`config.mk`:
```
export PLATFORM = sky130hd
export DESIGN_NAME = adam_uart_loader_flat
export DESIGN_NICKNAME = d
export VERILOG_FILES = /design/src/rtl/adam_uart_loader_pkg.sv /design/src/rtl/adam_uart_loader_if.sv /design/src/rtl/adam_uart_loader_rx.sv /design/src/rtl/adam_uart_loader.sv /design/src/flat_wrapper.sv
export SDC_FILE = /design/constraint.sdc
export NUM_CORES = 1
export LEC_CHECK = 0
export CAP_MARGIN = 10
export CORE_UTILIZATION = 55
export DETAILED_ROUTE_END_ITERATION = 6
export PLACE_DENSITY = 0.78
export SKIP_LAST_GASP = 1
export SLEW_MARGIN = 5
export SYNTH_ARGS = -nofsm -noshare
export SYNTH_HDL_FRONTEND = slang
export SYNTH_SLANG_ARGS = --single-unit
```
`constraint.sdc`:
```
create_clock -name clk -period 7 [get_ports clk]
set_clock_uncertainty 0.1 [all_clocks]
set_input_delay 1.05 -clock clk [delete_from_list [all_inputs] [get_ports clk]]
set_output_delay 1.05 -clock clk [all_outputs]
set_load 0.05 [all_outputs]
```
`src/rtl/adam_uart_loader_pkg.sv`:
```
// Shared constants and helpers for the UART boot loader and its receiver.
package adam_uart_loader_pkg;

  typedef logic [2:0] state_t;

  localparam state_t ST_IDLE    = 3'd0;
  localparam state_t ST_HDR     = 3'd1;
  localparam state_t ST_COLLECT = 3'd2;
  localparam state_t ST_WR      = 3'd3;
  localparam state_t ST_RESP    = 3'd4;
  localparam state_t ST_CSUM    = 3'd5;
  localparam state_t ST_FIN     = 3'd6;

  localparam logic [1:0] RX_IDLE  = 2'd0;
  localparam logic [1:0] RX_START = 2'd1;
  localparam logic [1:0] RX_DATA  = 2'd2;
  localparam logic [1:0] RX_STOP  = 2'd3;

  localparam logic [2:0] HDR_BYTES     = 3'd6;
  localparam logic [1:0] AXI_RESP_OKAY = 2'b00;

  function automatic logic [15:0] mid_sample(input int unsigned baud_div);
    return 16'(baud_div / 32'd2);
  endfunction

endpackage

```
`src/rtl/adam_uart_loader_if.sv`:
```
// AXI-Lite write-side bundle between the loader (master) and the RAM (slave).
interface adam_uart_loader_if #(parameter int ADDR_WIDTH = 32);
  logic [ADDR_WIDTH-1:0] aw_addr;
  logic [2:0]            aw_prot;
  logic                  aw_valid;
  logic                  aw_ready;
  logic [31:0]           w_data;
  logic [3:0]            w_strb;
  logic                  w_valid;
  logic                  w_ready;
  logic [1:0]            b_resp;
  logic                  b_valid;
  logic                  b_ready;
  logic                  ar_valid;
  logic                  r_ready;

  modport master (
    output aw_addr, aw_prot, aw_valid, w_data, w_strb, w_valid, b_ready, ar_valid, r_ready,
    input  aw_ready, w_ready, b_resp, b_valid
  );

  modport slave (
    input  aw_addr, aw_prot, aw_valid, w_data, w_strb, w_valid, b_ready, ar_valid, r_ready,
    output aw_ready, w_ready, b_resp, b_valid
  );
endinterface

```
`src/rtl/adam_uart_loader_rx.sv`:
```
// UART 8N1 receiver with a one-byte holding register; err_o pulses on framing error or overrun.
module adam_uart_loader_rx
  import adam_uart_loader_pkg::*;
#(
  parameter int unsigned BAUD_DIV = 434
) (
  input  logic       clk,
  input  logic       rst,
  input  logic       rx_i,
  input  logic       pop_i,
  output logic [7:0] byte_o,
  output logic       valid_o,
  output logic       err_o
);
  localparam logic [15:0] MID_LAST = mid_sample(BAUD_DIV) - 16'd1;
  localparam logic [15:0] BIT_LAST = 16'(BAUD_DIV - 32'd1);

  logic        rx_meta_q, rx_sync_q, rx_prev_q;
  logic [1:0]  rx_state_q, rx_state_d;
  logic [15:0] cnt_q, cnt_d;
  logic [2:0]  bit_idx_q, bit_idx_d;
  logic [7:0]  shift_q, shift_d;
  logic [7:0]  hold_q, hold_d;
  logic        hold_valid_q, hold_valid_d;
  logic        err_q, err_d;

  // Synchronizer plus a delayed copy so only a true high-to-low edge starts a byte
  always_ff @(posedge clk or posedge rst) begin
    if (rst) begin
      rx_meta_q <= 1'b1;
      rx_sync_q <= 1'b1;
      rx_prev_q <= 1'b1;
    end else begin
      rx_meta_q <= rx_i;
      rx_sync_q <= rx_meta_q;
      rx_prev_q <= rx_sync_q;
    end
  end

  // Bit-level receive state machine and holding-register update
  always_comb begin
    rx_state_d   = rx_state_q;
    cnt_d        = cnt_q + 16'd1;
    bit_idx_d    = bit_idx_q;
    shift_d      = shift_q;
    hold_d       = hold_q;
    hold_valid_d = hold_valid_q & ~pop_i;
    err_d        = 1'b0;
    case (rx_state_q)
      RX_IDLE: begin
        cnt_d = 16'd0;
        if (rx_prev_q && !rx_sync_q) rx_state_d = RX_START;
        else                         rx_state_d = RX_IDLE;
      end
      RX_START: begin
        if (cnt_q == MID_LAST) begin
          cnt_d      = 16'd0;
          bit_idx_d  = 3'd0;
          rx_state_d = rx_sync_q ? RX_IDLE : RX_DATA;
        end else begin
          rx_state_d = RX_START;
        end
      end
      RX_DATA: begin
        if (cnt_q == BIT_LAST) begin
          cnt_d      = 16'd0;
          shift_d    = {rx_sync_q, shift_q[7:1]};
          bit_idx_d  = bit_idx_q + 3'd1;
          rx_state_d = (bit_idx_q == 3'd7) ? RX_STOP : RX_DATA;
        end else begin
          rx_state_d = RX_DATA;
        end
      end
      RX_STOP: begin
        if (cnt_q == BIT_LAST) begin
          cnt_d      = 16'd0;
          rx_state_d = RX_IDLE;
          if (!rx_sync_q) begin
            err_d = 1'b1;
          end else if (hold_valid_q && !pop_i) begin
            err_d = 1'b1;
          end else begin
            hold_d       = shift_q;
            hold_valid_d = 1'b1;
          end
        end else begin
          rx_state_d = RX_STOP;
        end
      end
      default: rx_state_d = RX_IDLE;
    endcase
  end

  // Receiver state registers
  always_ff @(posedge clk or posedge rst) begin
    if (rst) begin
      rx_state_q   <= RX_IDLE;
      cnt_q        <= 16'd0;
      bit_idx_q    <= 3'd0;
      shift_q      <= 8'd0;
      hold_q       <= 8'd0;
      hold_valid_q <= 1'b0;
      err_q        <= 1'b0;
    end else begin
      rx_state_q   <= rx_state_d;
      cnt_q        <= cnt_d;
      bit_idx_q    <= bit_idx_d;
      shift_q      <= shift_d;
      hold_q       <= hold_d;
      hold_valid_q <= hold_valid_d;
      err_q        <= err_d;
    end
  end

  assign byte_o  = hold_q;
  assign valid_o = hold_valid_q;
  assign err_o   = err_q;
endmodule

```
`src/rtl/adam_uart_loader.sv`:
```
// UART boot loader: parses SYNC/ADDR/LEN/data frames into AXI-Lite word writes.
// Define ADAM_UART_LOADER_CHECKSUM_EN to require a 32-bit sum trailer after the data.
module adam_uart_loader
  import adam_uart_loader_pkg::*;
#(
  parameter int          ADDR_WIDTH = 32,
  parameter int unsigned BAUD_DIV   = 434,
  parameter logic [7:0]  SYNC_BYTE  = 8'hA5
) (
  input  logic                clk,
  input  logic                rst,
  input  logic                uart_rx,
  adam_uart_loader_if.master  axil,
  output logic                hold_rst,
  output logic                busy,
  output logic                done,
  output logic                err
);
  state_t                state_q, state_d;
  logic [ADDR_WIDTH-1:0] addr_q, addr_d;
  logic [15:0]           len_q, len_d;
  logic [31:0]           word_q, word_d;
  logic [47:0]           hdr_q, hdr_d;
  logic [2:0]            byte_cnt_q, byte_cnt_d;
  logic                  aw_valid_q, aw_valid_d, w_valid_q, w_valid_d, b_ready_q, b_ready_d;
  logic                  busy_q, busy_d, done_q, done_d, err_q, err_d, hold_rst_q, hold_rst_d;
`ifdef ADAM_UART_LOADER_CHECKSUM_EN
  logic [31:0]           csum_q, csum_d;
  localparam state_t     ST_END = ST_CSUM;
`else
  localparam state_t     ST_END = ST_FIN;
`endif

  logic [7:0]  rx_byte_s;
  logic        rx_valid_s, rx_err_s, pop_s;
  logic [47:0] hdr_full_s;
  logic [31:0] word_next_s;

  adam_uart_loader_rx #(.BAUD_DIV(BAUD_DIV)) u_rx (
    .clk     (clk),
    .rst     (rst),
    .rx_i    (uart_rx),
    .pop_i   (pop_s),
    .byte_o  (rx_byte_s),
    .valid_o (rx_valid_s),
    .err_o   (rx_err_s)
  );

  // The holding register is drained only while the FSM is waiting for bytes
  always_comb begin
    case (state_q)
      ST_IDLE, ST_HDR, ST_COLLECT: pop_s = rx_valid_s;
`ifdef ADAM_UART_LOADER_CHECKSUM_EN
      ST_CSUM:                     pop_s = rx_valid_s;
`endif
      default:                     pop_s = 1'b0;
    endcase
  end

  assign hdr_full_s  = {rx_byte_s, hdr_q[47:8]};
  assign word_next_s = {rx_byte_s, word_q[31:8]};

  // Frame-level FSM; fields arrive LSB first so bytes shift in from the top
  always_comb begin
    state_d    = state_q;
    addr_d     = addr_q;
    len_d      = len_q;
    word_d     = word_q;
    hdr_d      = hdr_q;
    byte_cnt_d = byte_cnt_q;
    aw_valid_d = aw_valid_q;
    w_valid_d  = w_valid_q;
    b_ready_d  = b_ready_q;
    busy_d     = busy_q;
    done_d     = 1'b0;
    err_d      = err_q;
    hold_rst_d = hold_rst_q;
`ifdef ADAM_UART_LOADER_CHECKSUM_EN
    csum_d     = csum_q;
`endif
    case (state_q)
      ST_IDLE: begin
        if (pop_s && (rx_byte_s == SYNC_BYTE)) begin
          state_d    = ST_HDR;
          err_d      = 1'b0;
          busy_d     = 1'b1;
          hold_rst_d = 1'b1;
          byte_cnt_d = 3'd0;
`ifdef ADAM_UART_LOADER_CHECKSUM_EN
          csum_d     = 32'd0;
`endif
        end else begin
          state_d = ST_IDLE;
        end
      end
      ST_HDR: begin
        if (pop_s) begin
          hdr_d      = hdr_full_s;
          byte_cnt_d = byte_cnt_q + 3'd1;
          if (byte_cnt_q == (HDR_BYTES - 3'd1)) begin
            byte_cnt_d = 3'd0;
            addr_d     = ADDR_WIDTH'({hdr_full_s[31:2], 2'b00});
            len_d      = hdr_full_s[47:32];
            state_d    = (hdr_full_s[47:32] == 16'd0) ? ST_END : ST_COLLECT;
          end else begin
            state_d = ST_HDR;
          end
        end else begin
          state_d = ST_HDR;
        end
      end
      ST_COLLECT: begin
        if (pop_s) begin
          word_d     = word_next_s;
          byte_cnt_d = byte_cnt_q + 3'd1;
          if (byte_cnt_q == 3'd3) begin
            byte_cnt_d = 3'd0;
            aw_valid_d = 1'b1;
            w_valid_d  = 1'b1;
            state_d    = ST_WR;
          end else begin
            state_d = ST_COLLECT;
          end
        end else begin
          state_d = ST_COLLECT;
        end
      end
      ST_WR: begin
        if (aw_valid_q && axil.aw_ready) aw_valid_d = 1'b0;
        else                             aw_valid_d = aw_valid_q;
        if (w_valid_q && axil.w_ready)   w_valid_d = 1'b0;
        else                             w_valid_d = w_valid_q;
        if ((!aw_valid_q || axil.aw_ready) && (!w_valid_q || axil.w_ready)) begin
          b_ready_d = 1'b1;
          state_d   = ST_RESP;
        end else begin
          state_d = ST_WR;
        end
      end
      ST_RESP: begin
        if (b_ready_q && axil.b_valid) begin
          b_ready_d = 1'b0;
          if (axil.b_resp != AXI_RESP_OKAY) err_d = 1'b1;
          else                              err_d = err_q;
          addr_d  = addr_q + ADDR_WIDTH'(32'd4);
          len_d   = len_q - 16'd1;
`ifdef ADAM_UART_LOADER_CHECKSUM_EN
          csum_d  = csum_q + word_q;
`endif
          state_d = (len_q == 16'd1) ? ST_END : ST_COLLECT;
        end else begin
          state_d = ST_RESP;
        end
      end
`ifdef ADAM_UART_LOADER_CHECKSUM_EN
      ST_CSUM: begin
        if (pop_s) begin
          word_d     = word_next_s;
          byte_cnt_d = byte_cnt_q + 3'd1;
          if (byte_cnt_q == 3'd3) begin
            byte_cnt_d = 3'd0;
            if (word_next_s != csum_q) err_d = 1'b1;
            else                       err_d = err_q;
            state_d = ST_FIN;
          end else begin
            state_d = ST_CSUM;
          end
        end else begin
          state_d = ST_CSUM;
        end
      end
`endif
      ST_FIN: begin
        done_d  = 1'b1;
        busy_d  = 1'b0;
`ifdef ADAM_UART_LOADER_CHECKSUM_EN
        hold_rst_d = err_q;
`else
        hold_rst_d = 1'b0;
`endif
        state_d = ST_IDLE;
      end
      default: state_d = ST_IDLE;
    endcase
    // Receiver errors are sticky regardless of frame state
    if (rx_err_s) err_d = 1'b1;
    else          err_d = err_d;
  end

  // Loader state and registered outputs
  always_ff @(posedge clk or posedge rst) begin
    if (rst) begin
      state_q    <= ST_IDLE;
      addr_q     <= '0;
      len_q      <= 16'd0;
      word_q     <= 32'd0;
      hdr_q      <= 48'd0;
      byte_cnt_q <= 3'd0;
      aw_valid_q <= 1'b0;
      w_valid_q  <= 1'b0;
      b_ready_q  <= 1'b0;
      busy_q     <= 1'b0;
      done_q     <= 1'b0;
      err_q      <= 1'b0;
      hold_rst_q <= 1'b1;
`ifdef ADAM_UART_LOADER_CHECKSUM_EN
      csum_q     <= 32'd0;
`endif
    end else begin
      state_q    <= state_d;
      addr_q     <= addr_d;
      len_q      <= len_d;
      word_q     <= word_d;
      hdr_q      <= hdr_d;
      byte_cnt_q <= byte_cnt_d;
      aw_valid_q <= aw_valid_d;
      w_valid_q  <= w_valid_d;
      b_ready_q  <= b_ready_d;
      busy_q     <= busy_d;
      done_q     <= done_d;
      err_q      <= err_d;
      hold_rst_q <= hold_rst_d;
`ifdef ADAM_UART_LOADER_CHECKSUM_EN
      csum_q     <= csum_d;
`endif
    end
  end

  assign axil.aw_addr  = addr_q;
  assign axil.aw_prot  = 3'b000;
  assign axil.aw_valid = aw_valid_q;
  assign axil.w_data   = word_q;
  assign axil.w_strb   = 4'hF;
  assign axil.w_valid  = w_valid_q;
  assign axil.b_ready  = b_ready_q;
  assign axil.ar_valid = 1'b0;
  assign axil.r_ready  = 1'b0;
  assign hold_rst      = hold_rst_q;
  assign busy          = busy_q;
  assign done          = done_q;
  assign err           = err_q;
endmodule

```
`src/flat_wrapper.sv`:
```
// flat-port wrapper written by rule: the top's interface ports become plain ports
module adam_uart_loader_flat import adam_uart_loader_pkg::*;
#(
  parameter int          ADDR_WIDTH = 32,
  parameter int unsigned BAUD_DIV   = 434,
  parameter logic [7:0]  SYNC_BYTE  = 8'hA5
)
  (clk, rst, uart_rx, hold_rst, busy, done, err, axil_aw_addr, axil_aw_prot, axil_aw_valid, axil_w_data, axil_w_strb, axil_w_valid, axil_b_ready, axil_ar_valid, axil_r_ready, axil_aw_ready, axil_w_ready, axil_b_resp, axil_b_valid);
  adam_uart_loader_if #(.ADDR_WIDTH(ADDR_WIDTH)) axil_i ();
  input  logic clk;
  input  logic rst;
  input  logic uart_rx;
  output logic hold_rst;
  output logic busy;
  output logic done;
  output logic err;
  output wire logic [$bits(axil_i.aw_addr)-1:0] axil_aw_addr;
  output wire logic [$bits(axil_i.aw_prot)-1:0] axil_aw_prot;
  output wire logic [$bits(axil_i.aw_valid)-1:0] axil_aw_valid;
  output wire logic [$bits(axil_i.w_data)-1:0] axil_w_data;
  output wire logic [$bits(axil_i.w_strb)-1:0] axil_w_strb;
  output wire logic [$bits(axil_i.w_valid)-1:0] axil_w_valid;
  output wire logic [$bits(axil_i.b_ready)-1:0] axil_b_ready;
  output wire logic [$bits(axil_i.ar_valid)-1:0] axil_ar_valid;
  output wire logic [$bits(axil_i.r_ready)-1:0] axil_r_ready;
  input wire logic [$bits(axil_i.aw_ready)-1:0] axil_aw_ready;
  input wire logic [$bits(axil_i.w_ready)-1:0] axil_w_ready;
  input wire logic [$bits(axil_i.b_resp)-1:0] axil_b_resp;
  input wire logic [$bits(axil_i.b_valid)-1:0] axil_b_valid;
  assign axil_aw_addr = axil_i.aw_addr;
  assign axil_aw_prot = axil_i.aw_prot;
  assign axil_aw_valid = axil_i.aw_valid;
  assign axil_w_data = axil_i.w_data;
  assign axil_w_strb = axil_i.w_strb;
  assign axil_w_valid = axil_i.w_valid;
  assign axil_b_ready = axil_i.b_ready;
  assign axil_ar_valid = axil_i.ar_valid;
  assign axil_r_ready = axil_i.r_ready;
  assign axil_i.aw_ready = axil_aw_ready;
  assign axil_i.w_ready = axil_w_ready;
  assign axil_i.b_resp = axil_b_resp;
  assign axil_i.b_valid = axil_b_valid;
  adam_uart_loader #(.ADDR_WIDTH(ADDR_WIDTH), .BAUD_DIV(BAUD_DIV), .SYNC_BYTE(SYNC_BYTE)) u_core (.clk(clk), .rst(rst), .uart_rx(uart_rx), .axil(axil_i), .hold_rst(hold_rst), .busy(busy), .done(done), .err(err));
endmodule
```
# Word level (Yosys, flattened, before mapping)
# Cells that the tools add are included.
# totals
out_inout_bits,80
ff_bits,183
elab_cells,161
input_bits,8
# op_classes
mux,63
reduce_logical,38
eq_ne,29
n_bitwise,3
n_addsub,5
# op_table
operator,n
two-way mux 32 bit,3
two-way mux 16 bit,5
one-hot mux 32 bit (2 select lines),1
one-hot mux 16 bit (3 select lines),1
two-way mux 3 bit,13
adder 32 x 3 -> 32 bit (second input constant),1
one-hot mux 16 bit (2 select lines),1
two-way mux 1 bit,27
AND reduction 4 bit,6
inequality test 2 x 1 -> 1 bit (second input constant),9
adder 16 x 1 -> 16 bit (second input constant),1
equality test 16 x 1 -> 1 bit (second input constant),1
equality test 16 x 8 -> 1 bit (second input constant),1
equality test 16 x 9 -> 1 bit (second input constant),1
logical NOT 16 bit,1
subtractor 16 x 1 -> 16 bit (second input constant),1
one-hot mux 3 bit (5 select lines),1
equality test 3 bit (second input constant),4
nonzero test 2 bit,6
one-hot mux 1 bit (2 select lines),5
equality test 3 x 2 -> 1 bit (second input constant),3
inequality test 3 x 2 -> 1 bit (second input constant),3
one-hot mux 3 bit (3 select lines),1
equality test 8 bit (second input constant),1
20 further kinds,41

# Depth between registers and ports, before layout
# logic_depth
ltp_word,9
mapped_depth,9
depth_no_buf,7

# Modules after synthesis
# Synthesis repeated with hierarchy kept, for this count alone.
# unflattened
hier_cells,867
area_unflattened_um2,8598.2
# by_module_without_submodules
module,instances,area_per_inst_um2,cells_each,seq_area_each_um2
adam_uart_loader,1,6521.3,693,3229.3
adam_uart_loader_rx,1,2077.0,174,1054.8

# Worst setup path after synthesis
# Ideal clock, no wire load.
# synth_path
path_type,reg-to-reg
startpoint,register u_core.u_rx.cnt_q[2]
endpoint,register u_core.u_rx.shift_q[0]
arrival_time_ns,2.402
setup_slack_ns,4.373
path_buffers,2
path_stages_with_launch,7
setup_ns,0.125
period_less_slack_ns,2.627
t_required_ns,6.775
cell_sequence,dfrtp_1 -> or4_1 -> or4_1 -> buf_2 -> or3b_4 -> buf_6 -> mux2_4
# synth_between
elab_chain_len,2
# synth_rtl
element,line_no,source
"start, declared",adam_uart_loader_rx.sv:20,"logic [15:0] cnt_q, cnt_d;"
"start signal, assigned",adam_uart_loader_rx.sv:106,cnt_q <= cnt_d;
equality test 16 x 9 -> 1 bit,adam_uart_loader_rx.sv:65,if (cnt_q == BIT_LAST) begin
AND reduction 2 bit (no source line),-,
"end signal, assigned",adam_uart_loader_rx.sv:108,shift_q <= shift_d;
"end, declared",adam_uart_loader_rx.sv:22,"logic [7:0] shift_q, shift_d;"
# Every way passes these cells.
# A chain may end at the register's enable or synchronous reset.

# Final worst setup path
# layout_path
startpoint,register u_core.state_q[2]
endpoint,"register u_core.addr_q[27], in the netlist u_core.axil.aw_addr[27]"
# layout_between
elab_chain_len,5
elab_cells_between_ends,12
cone_classes,eq/ne: 6; mux: 2; reduce/logical: 4
# layout_rtl
element,line_no,source
"start, declared",adam_uart_loader.sv:19,"state_t state_q, state_d;"
"start signal, assigned",adam_uart_loader.sv:210,state_q <= state_d;
"equality test 3 x 1 -> 1 bit, or another cell as far along","adam_uart_loader.sv:51, adam_uart_loader.sv:81",
OR reduction 3 bit,adam_uart_loader.sv:51,case (state_q)
two-way mux 1 bit,adam_uart_loader.sv:51,
inequality test 2 x 1 -> 1 bit (no source line),-,
AND reduction 4 bit (no source line),-,
"end signal, assigned",adam_uart_loader.sv:211,addr_q <= addr_d;
"end, declared",adam_uart_loader.sv:20,"logic [ADDR_WIDTH-1:0] addr_q, addr_d;"
# Parallel ways exist; a longest one is shown, timed or not.

==> results_dict.tcl <==
set metrics [dict create \
    status "finished, final reports clean" \
    first_iter_violations 417 \
    cts_sinks 171 \
    routed_wirelength_mm 18.3 \
    num-fill-cells 1077 \
    track_usage_pct 26.0 \
    drc 0 \
    ys_types 63 \
    drv_slew 0 \
    avgSynthCellArea_sq_um 10.7 \
    relSlewSlack_pct 33.3 \
    maxCapViolCount 0 \
    met1_length_mm 7.67 \
    synth_top_flop_cell "dfrtp_1" \
    rsz0062_at_grt "no" \
    diodes 0 \
    fmaxAchievable_ghz 0.320 \
    grt_pass1_vias 6077 \
    tightest_slew_ns 1.00 \
    wl_met2_mm 9.29 \
    dieArea_sq_mm 0.0153 \
    die_w_um 124 \
    post-cts-setup-buffer-count 0 \
    gp_congestion 0.892 \
    arrival_ns 3.34 \
    num_vias 6231 \
    cts_tree "built" \
    synthesis.area_sq_mm 0.00816 \
    ys_seq_area_share_pct 52.5 \
    setup_viol 0 \
    hold_buffers 0 \
    core_sq_mm 0.0145 \
    final_common_cell "dfrtp_1" \
    clock_path_buffers 2 \
    wl_per_cell_um 17.9 \
    cts_buffers 17 \
    power_frac_comb_pct 4.0 \
    internal_power_mw 1.68 \
    top_layer_used "met4" \
    p_switching_mw 0.458 \
    syn-instance-count 764 \
    holdWs_ns 0.265 \
    min_period_ns 3.12 \
    cp-start-kind "flop" \
    portBuffers 76 \
    critical_path_peak_fanout 69 \
    h-tree-depth 4 \
    die_h_um 124 \
    antenna_found_initial 0 \
    viasPerCell 6.11 \
    start_util_pct 56.4 \
    pwr-share-seq_pct 48.0 \
    postSynth.asyncResetShare_pct 100 \
    synth.area.top_cells "dfrtp_1, mux2_2, a21oi_1" \
    regArea_sq_mm 0.00428 \
    grt_max_degree 116 \
    cts.clk_slew.worst_paths_ns 0.06 \
    layout-drive-gt1-share_pct 17.1 \
    cts_resized 0 \
    clock_power_share_pct 48.0 \
    wl_met3_um 843 \
    ys_warn_count 0 \
    finalHoldViolCount 0 \
    synth_enable_flop_cells 0 \
    rows 44 \
    synth_top_area_share_pct 51.2 \
    min_path_type "reg2reg" \
    tns_ns 0 \
    io_pins 88 \
    ant_nets 0 \
    layout_common_cells "dfrtp_1, mux2_2, clkdlybuf4s50_1" \
    grt_pass1_wl_mm 30.4 \
    finalCritPeriodShare_pct 44.6 \
    hpwl_mm 12.0 \
    synth-seq-cells 171 \
    pwr_density_cell_mw_per_mm2 221 \
    cp.required_ns 7.22 \
    cts-root-buf "clkbuf_16" \
    fin_nets 842 \
    multi_input_area_sq_mm 0.00363 \
    power.static_leakage_nw 4.41 \
    syn_to_final_growth_pct 18.7 \
    ir_drop_uv 184 \
    clkLatencyLatePin_ns 0.43 \
    crit_path_end_kind "flop" \
    drtPass1Iterations 5 \
    critical_path_class "reg2reg" \
    gr-total-overflow 0 \
    yosys.area.top_type "dfrtp_1" \
    swShare_pct 21.4 \
]
==> power groups by stage <==
stage          registers, mW  clock network, mW  logic [mW]
6_report                1.02               1.03      0.0849
5_1_grt                 1.03               1.08      0.0986
4_1_cts                 1.02               1.05      0.0869
3_5_place_dp            1.04                  0      0.0863
3_3_place_gp            1.04                  0      0.0823
2_1_floorplan           1.04                  0      0.0737
==> layout make-up <==
cell class / instances / area share, %
Clock buffer: 23 / 5.14
Clock inverter: 9 / 1.63
Inverter: 19 / 0.788
Multi-Input combinational cell: 531 / 37.5
Sequential cell: 171 / 44.2
Tap cell: 184 / 2.38
Timing Repair Buffer: 82 / 8.32
==> synthesized netlist by cell type, drive strengths merged (3+ instances only) <==
cell type / count
nand2: 46
a31oi: 11
or2: 5
buf: 19
ha: 12
or4: 9
xnor2: 6
o31ai: 3
nand3: 26
inv: 19
xor2: 8
a211oi: 7
and3: 14
nand2b: 4
a311oi: 4
nor3b: 4
clkbuf: 33
mux2: 86
dfstp: 4
nor2: 72
nand4: 13
a22oi: 5
a2bb2oi: 7
dfrtp: 167
o21ai: 29
and2: 4
and4: 3
nor2b: 5
nor4: 7
nor3: 14
o22ai: 13
o22a: 9
a21o: 4
or3: 3
a21oi: 57
==> cell families (layout without fill, tap and decap cells) <==
| family | after synthesis | after routing | share of synthesized area (%) |
|---|---|---|---|
| compound gates | 167 | 167 | 12.9 |
| xor+xnor | 14 | 14 | 1.50 |
| fa+ha+maj | 12 | 12 | 1.84 |
| buf+inv | 71 | 133 | 3.91 |
| flops | 171 | 171 | 52.5 |
| mux | 88 | 88 | 12.4 |
| other cells | 2 | 11 | 0.0920 |
| simple gates | 239 | 239 | 14.9 |
==> metal layers <==
| metal | vias to the layer above | GRT usage (%) |
|---|---|---|
| met5 | - | 0 |
| met4 | 0 | 10.5 |
| met3 | 46 | 5.45 |
| met2 | 216 | 43.5 |
| met1 | 3102 | 32.9 |
| li1 | 2867 | - |
==> final timing paths <==
path | startpoint | endpoint | slack [ns] | depth (start not counted)
setup / recovery | u_core.state_q[2] | u_core.axil.aw_addr[27] | 3.88 | 6
hold / removal | u_core.u_rx.rx_meta_q | u_core.u_rx.rx_sync_q | 0.27 | 0
min in group asynchronous | rst | u_core.u_rx.cnt_q[12] | 1.13 | 2
max in group asynchronous | rst | u_core.axil.aw_addr[2] | 4.35 | 3
setup reg to reg | u_core.state_q[2] | u_core.axil.aw_addr[27] | 3.88 | 6
hold reg to reg | u_core.u_rx.rx_meta_q | u_core.u_rx.rx_sync_q | 0.27 | 0
==> sequential cells by signal, summed over array words and instances (netlist names), 2 cells and up <==
name,cells
u_core.axil.aw_addr,30
u_core.axil.w_data,32
u_core.byte_cnt_q,3
u_core.hdr_q,38
u_core.len_q,16
u_core.state_q,3
u_core.u_rx.bit_idx_q,3
u_core.u_rx.byte_o,8
u_core.u_rx.cnt_q,16
u_core.u_rx.rx_state_q,2
u_core.u_rx.shift_q,8
==> worst max-delay path: stages, from the launching register on <==
cell and delay [ns]:
dfrtp_1 0.59, nor3b_2 0.24, buf_4 0.57, nand3_1 0.30, nand2_1 0.76, o22ai_1 0.18, a311oi_1 0.27
==> per-stage QoR <==
step / instances / util, % / total power [mW] / worst slack (ns) / cell area [sq um]
after floorplan: 773 / - / 1.11 / 1.22 / 8190
after global placement: 987 / 62.3 / 1.12 / 3.86 / 9030
after detailed placement: 987 / 62.3 / 1.13 / 3.81 / 9030
after CTS: 1019 / 66.9 / 2.16 / 3.86 / 9680
after global routing: 1019 / 66.9 / 2.21 / 3.61 / 9690
final: 1019 / 66.9 / 2.14 / 3.88 / 9690
No activity file was read; power rests on OpenSTA's default activity.
